===== src/rtl/alu_arb_pkg.sv =====
// Shared types and constants for the ALU arbiter: FSM state encoding,
// ALU opcode values and the operand width.
package alu_arb_pkg;

    localparam int ALU_W = 8;

    typedef enum logic [1:0] {
        S_IDLE = 2'd0,
        S_EXEC = 2'd1,
        S_RESP = 2'd2
    } state_t;

    // Opcodes follow the selection encoding of the existing ALU
    localparam logic [3:0] OP_ADD  = 4'd0;
    localparam logic [3:0] OP_SUB  = 4'd1;
    localparam logic [3:0] OP_MUL  = 4'd2;
    localparam logic [3:0] OP_DIV  = 4'd3;
    localparam logic [3:0] OP_SHL  = 4'd4;
    localparam logic [3:0] OP_SHR  = 4'd5;
    localparam logic [3:0] OP_ROL  = 4'd6;
    localparam logic [3:0] OP_ROR  = 4'd7;
    localparam logic [3:0] OP_AND  = 4'd8;
    localparam logic [3:0] OP_OR   = 4'd9;
    localparam logic [3:0] OP_XOR  = 4'd10;
    localparam logic [3:0] OP_NOR  = 4'd11;
    localparam logic [3:0] OP_NAND = 4'd12;
    localparam logic [3:0] OP_XNOR = 4'd13;
    localparam logic [3:0] OP_GT   = 4'd14;
    localparam logic [3:0] OP_EQ   = 4'd15;

endpackage


===== src/rtl/alu.sv =====
// Existing 8-bit combinational ALU. CarryOut always reports the carry of A+B,
// whatever operation is selected.
module alu (
    input  logic [7:0] A,
    input  logic [7:0] B,
    input  logic [3:0] ALU_Sel,
    output logic [7:0] ALU_Out,
    output logic       CarryOut
);

    logic [8:0] sum9;

    assign sum9     = {1'b0, A} + {1'b0, B};
    assign CarryOut = sum9[8];

    always_comb begin
        case (ALU_Sel)
            4'd0:    ALU_Out = sum9[7:0];
            4'd1:    ALU_Out = A - B;
            4'd2:    ALU_Out = A * B;
            4'd3:    ALU_Out = (B == 8'h00) ? 8'hFF : A / B;
            4'd4:    ALU_Out = A << 1;
            4'd5:    ALU_Out = A >> 1;
            4'd6:    ALU_Out = {A[6:0], A[7]};
            4'd7:    ALU_Out = {A[0], A[7:1]};
            4'd8:    ALU_Out = A & B;
            4'd9:    ALU_Out = A | B;
            4'd10:   ALU_Out = A ^ B;
            4'd11:   ALU_Out = ~(A | B);
            4'd12:   ALU_Out = ~(A & B);
            4'd13:   ALU_Out = ~(A ^ B);
            4'd14:   ALU_Out = (A > B) ? 8'd1 : 8'd0;
            default: ALU_Out = (A == B) ? 8'd1 : 8'd0;
        endcase
    end

endmodule


===== src/rtl/rr_pick.sv =====
// Combinational round-robin selector: first set request bit at or above ptr,
// wrapping around the request vector.
module rr_pick #(
    parameter int NREQ = 2,
    parameter int GW   = $clog2(NREQ)
) (
    input  logic [NREQ-1:0] req,
    input  logic [GW-1:0]   ptr,
    output logic [GW-1:0]   winner,
    output logic            any_req
);

    logic [GW:0] idx;

    // ptr never exceeds NREQ-1, so a single conditional subtract is enough to wrap
    always_comb begin
        winner  = '0;
        any_req = 1'b0;
        idx     = '0;
        for (int i = 0; i < NREQ; i++) begin
            idx = {1'b0, ptr} + (GW+1)'(i);
            if (idx >= (GW+1)'(NREQ)) begin
                idx = idx - (GW+1)'(NREQ);
            end
            if (!any_req && req[idx[GW-1:0]]) begin
                any_req = 1'b1;
                winner  = idx[GW-1:0];
            end
        end
    end

endmodule


===== src/rtl/alu_arbiter.sv =====
// Shares one combinational ALU between NREQ requesters: round-robin grant,
// registered operands, registered result held until the owner accepts it.
module alu_arbiter
    import alu_arb_pkg::*;
#(
    parameter int NREQ = 2,
    parameter int GW   = $clog2(NREQ)
) (
    input  logic                  clk,
    input  logic                  rst,
    input  logic [NREQ-1:0]       req_valid,
    output logic [NREQ-1:0]       req_ready,
    input  logic [NREQ*ALU_W-1:0] req_a,
    input  logic [NREQ*ALU_W-1:0] req_b,
    input  logic [NREQ*4-1:0]     req_sel,
    output logic [NREQ-1:0]       resp_valid,
    input  logic [NREQ-1:0]       resp_ready,
    output logic [ALU_W-1:0]      resp_data,
    output logic                  resp_carry,
    output logic                  busy,
    output logic [GW-1:0]         grant_id
);

    state_t             state_q, state_d;
    logic [GW-1:0]      rr_ptr_q, rr_ptr_d;
    logic [GW-1:0]      grant_id_q, grant_id_d;
    logic [ALU_W-1:0]   a_q, a_d, b_q, b_d;
    logic [3:0]         sel_q, sel_d;
    logic [ALU_W-1:0]   resp_data_q, resp_data_d;
    logic               resp_carry_q, resp_carry_d;

    logic [GW-1:0]      winner;
    logic               any_req;
    logic [ALU_W-1:0]   alu_out;
    logic               alu_carry;

    rr_pick #(.NREQ(NREQ), .GW(GW)) u_pick (
        .req     (req_valid),
        .ptr     (rr_ptr_q),
        .winner  (winner),
        .any_req (any_req)
    );

    alu u_alu (
        .A        (a_q),
        .B        (b_q),
        .ALU_Sel  (sel_q),
        .ALU_Out  (alu_out),
        .CarryOut (alu_carry)
    );

    always_comb begin
        state_d      = state_q;
        rr_ptr_d     = rr_ptr_q;
        grant_id_d   = grant_id_q;
        a_d          = a_q;
        b_d          = b_q;
        sel_d        = sel_q;
        resp_data_d  = resp_data_q;
        resp_carry_d = resp_carry_q;
        req_ready    = '0;
        case (state_q)
            S_IDLE: begin
                if (any_req) begin
                    req_ready[winner] = 1'b1;
                    a_d        = req_a[ALU_W*int'(winner) +: ALU_W];
                    b_d        = req_b[ALU_W*int'(winner) +: ALU_W];
                    sel_d      = req_sel[4*int'(winner) +: 4];
                    grant_id_d = winner;
                    rr_ptr_d   = (winner == GW'(NREQ-1)) ? '0 : winner + 1'b1;
                    state_d    = S_EXEC;
                end
            end
            S_EXEC: begin
                resp_data_d  = alu_out;
                resp_carry_d = alu_carry;
                state_d      = S_RESP;
            end
            S_RESP: begin
                if (resp_ready[grant_id_q]) begin
                    state_d = S_IDLE;
                end
            end
            default: state_d = S_IDLE;
        endcase
    end

    always_comb begin
        resp_valid = '0;
        if (state_q == S_RESP) begin
            resp_valid[grant_id_q] = 1'b1;
        end
    end

    assign resp_data  = resp_data_q;
    assign resp_carry = resp_carry_q;
    assign busy       = (state_q != S_IDLE);
    assign grant_id   = grant_id_q;

    always_ff @(posedge clk) begin
        if (rst) begin
            state_q      <= S_IDLE;
            rr_ptr_q     <= '0;
            grant_id_q   <= '0;
            a_q          <= '0;
            b_q          <= '0;
            sel_q        <= '0;
            resp_data_q  <= '0;
            resp_carry_q <= 1'b0;
        end else begin
            state_q      <= state_d;
            rr_ptr_q     <= rr_ptr_d;
            grant_id_q   <= grant_id_d;
            a_q          <= a_d;
            b_q          <= b_d;
            sel_q        <= sel_d;
            resp_data_q  <= resp_data_d;
            resp_carry_q <= resp_carry_d;
        end
    end

endmodule

===== config.mk =====
export PLATFORM = sky130hd
export DESIGN_NAME = alu_arbiter
export DESIGN_NICKNAME = d
export VERILOG_FILES = /design/src/rtl/alu_arb_pkg.sv /design/src/rtl/alu.sv /design/src/rtl/rr_pick.sv /design/src/rtl/alu_arbiter.sv
export SDC_FILE = /design/constraint.sdc
export NUM_CORES = 1
export LEC_CHECK = 0
export BUFFER_PORTS_ARGS = -buffer_cell sky130_fd_sc_hd__buf_2
export CAP_MARGIN = 20
export CORE_UTILIZATION = 35
export DETAILED_ROUTE_END_ITERATION = 10
export RECOVER_POWER = 100
export SLEW_MARGIN = 20
export SYNTH_ARGS = -nofsm -noshare
export SYNTH_HDL_FRONTEND = slang
export SYNTH_SLANG_ARGS = --single-unit

===== constraint.sdc =====
create_clock -name clk -period 28.1 [get_ports clk]
set_clock_uncertainty 0.1 [all_clocks]
set_input_delay 5.62 -clock clk [delete_from_list [all_inputs] [get_ports clk]]
set_output_delay 5.62 -clock clk [all_outputs]
set_load 0.05 [all_outputs]

==> flow_summary.toml <==
[run_status]
run_status = "complete, no violations"

[worst_hold_path]
hold_path_class = "flop to flop"

[sta]
finalSetupViolCount = 0
finalCritPeriodShare_pct = 48.4
rsz0062_at_grt = "no"
hold_viol = 0
min_period_ns = 13.59
relSlewSlack_pct = 5.20
slew_viol_final = 0
hold_slack_ns = 0.388
fmax_mhz = 73.6
tightest_slew_ns = 1.42
fin_tns_setup_ns = 0

[synth]
async_flop_share_pct = 0
synth_xor_area_share_pct = 6.66
synth_top_family_by_area = "compound AO/OA/AOI/OAI gates"
synth_warnings = 0
synth_seq_cells = 33
yosys.area_share.adder_pct = 23.5
synth_edf_count = 0
synth.avg_cell_area_um2 = 7.63
ys_types = 78
netlist_area_mm2 = 0.00539
yosysSeqAreaShare_pct = 12.3
synth_compound_area_share_pct = 24.6
synthMuxAreaShare_pct = 5.87
synth_cells = 706
synth_nets = 845
synthSimpleGateAreaFrac_pct = 21.2
yosys_most_used_dff = "dfxtp_1"

[grt]
grt_pass1_wl_mm = 26.4
grt_max_degree = 41
grt_pass1_vias = 5077
antenna_found_initial = 0
groute.usage.overall_pct = 21.1
grt.overflow.total = 0

[placed_design]
portBuffers = 60
dp_hpwl_mm = 12.8
placedInstanceArea_mm2 = 0.00585
gp_congestion = 1.04

[worst_setup_path]
cp-end-kind = "flop"
arrival_ns = 13.68
start_kind = "flop"
path_max_fanout = 11
slowest_stage = "o21ai_0"
crit_required_ns = 28.19
worstSetupPathType = "flop to flop"
path_common_cell = "ha_1"
cpPeakStageDelay_ns = 0.90

[floorplanning]
die_w_um = 126
ios = 61
die_h_um = 126
core_area_mm2 = 0.0148
die-area_mm2 = 0.0159
initial_utilization_pct = 36.5
rows = 44

[job]
drv_cap = 0

[route]
wl_mm = 16.7
drc = 0
vias_per_cell = 5.75
drt_iter0_markers = 468
wl_per_cell_um = 17.9
drtAntennaViolNets = 0
first_pass_iters = 5
num_vias = 5360

[cells_and_area]
nFillCells = 1580
nNetsFinal = 886
diodes = 0
drive_above_1_share_pct = 11.2
stdcell_area_mm2 = 0.00594
syn2layout_area_growth_pct = 10.3

[power]
p_leak_nw = 2.59
ir_drop_mv = 0.125
powerDensity_mw_per_mm2 = 142

[clocking]
cts_root_buffer = "clkbuf_16"
cts_sinks = 33
clkLatencyLatePin_ns = 0.28
cts_setup_buffers = 0
cts_buffers = 5
cts_tree = "built"
ctsResizeCount = 0
hold_buffers = 0
cts.clk_slew.worst_paths_ns = 0.06
clockBufferDepth = 2
htreeDepth = 2
[logic make-up (layout without fill, tap and decap cells)]
logic type	after synthesis	count (layout)
simple gates	231	231
mux	30	30
flops	33	33
xor+xnor	41	41
fa+ha+maj	93	93
compound gates	197	197
buf+inv	81	123
[cells in the mapped netlist, types with 14 or more instances]
| master | number | share of area, % |
|---|---|---|
| mux2i_1 | 20 | 3.7 |
| a211oi_1 | 18 | 2.5 |
| dfxtp_1 | 33 | 12 |
| xnor2_1 | 24 | 3.9 |
| nor2_1 | 80 | 5.6 |
| xor2_1 | 17 | 2.8 |
| clkbuf_1 | 28 | 2.0 |
| ha_1 | 79 | 18 |
| inv_1 | 46 | 3.2 |
| o21ai_0 | 31 | 2.9 |
| fa_1 | 14 | 5.2 |
| a21oi_1 | 51 | 4.7 |
| nor3_1 | 31 | 2.9 |
| nand2_1 | 46 | 3.2 |
[placed cells by master (no fill, tap or decap), types with 3 or more instances in the layout]
| cell type | instances |
|---|---|
| clkbuf_16 | 5 |
| o22ai_1 | 7 |
| a32oi_1 | 3 |
| a21oi_1 | 51 |
| nor4_1 | 5 |
| nor2b_1 | 12 |
| a21o_1 | 13 |
| or2_2 | 4 |
| nor2_1 | 80 |
| o21a_1 | 7 |
| o21ai_0 | 32 |
| fa_1 | 14 |
| nand2_1 | 46 |
| a221o_1 | 3 |
| xor2_1 | 17 |
| buf_4 | 9 |
| mux2_2 | 9 |
| a221oi_1 | 3 |
| nand3b_1 | 5 |
| xnor2_1 | 24 |
| mux2i_1 | 20 |
| inv_1 | 46 |
| clkbuf_1 | 16 |
| ha_1 | 79 |
| or3_1 | 5 |
| buf_2 | 45 |
| a211oi_1 | 18 |
| nand4_1 | 3 |
| nor3_1 | 32 |
| a22oi_1 | 13 |
| o211ai_1 | 4 |
| nand2b_1 | 11 |
| a31oi_1 | 11 |
| dfxtp_1 | 33 |
| nand3_1 | 9 |
[worst paths after layout]
path / from / to / slack [ns] / depth (start not counted)
worst min register to register: resp_carry$_SDFFE_PP0N_ / resp_carry$_SDFFE_PP0N_ / 0.39 / 2
worst max register to register: b_q[7]$_SDFFE_PP0P_ / resp_data[0]$_SDFFE_PP0N_ / 14.51 / 42
worst min-delay path: resp_carry$_SDFFE_PP0N_ / resp_carry$_SDFFE_PP0N_ / 0.39 / 2
worst max-delay path: b_q[7]$_SDFFE_PP0P_ / resp_data[0]$_SDFFE_PP0N_ / 14.51 / 42
[flip-flops by register name (all words and copies together), names as in the netlist]
signal      flops
resp_carry      1
state_q         2
a_q             8
b_q             8
grant_id        1
rr_ptr_q        1
sel_q           4
resp_data       8
[metal layers]
metal / global-route usage, % / part of all wire (%) / vias up
met1: 27.6 / 47 / 2486
met2: 34.9 / 46 / 184
met3: 3.36 / 4.7 / 38
li1: - / - / 2652
met4: 7.44 / 2.5 / 0
met5: 0 / 0 / -
[per-stage QoR]
stage	util, %	setup WS (ns)	instances	total power, W
after CTS	40.6	15.34	932	0.000845
after floorplan	-	15.68	706	0.000651
after global routing	40.3	13.37	932	0.000937
after detailed placement	39.6	15.34	924	0.000785
after global placement	39.6	15.38	924	0.000778
final	40.3	14.51	932	0.000841
[critical path: cells and delay by family (launching register included)]
kind / cells / cell delay (ns)
adders and majority gates: 7 / 2.04
and+or+nand+nor: 13 / 3.60
DFF: 1 / 0.46
muxes: 3 / 1.26
AOI/OAI and AO/OA: 19 / 6.02
[cell type report]
class / instances / area (um2) / share of cell area, %
sequential: 33 / 661 / 11.1
timing repair buffer: 69 / 349 / 5.87
multi-input combinational: 592 / 4390 / 73.9
tap: 184 / 230 / 3.87
clock buffer: 6 / 129 / 2.17
inverter: 46 / 173 / 2.90
clock inverter: 2 / 10.0 / 0.168
[power breakdown]
part	switching [W]	total (W)	internal (W)
clock	0.0000212	0.0000538	0.0000325
sequential	0.0000107	0.0000628	0.0000521
combinational	0.000388	0.000725	0.000337
total	0.000420	0.000841	0.000422
(Power assumes the default switching activity.)
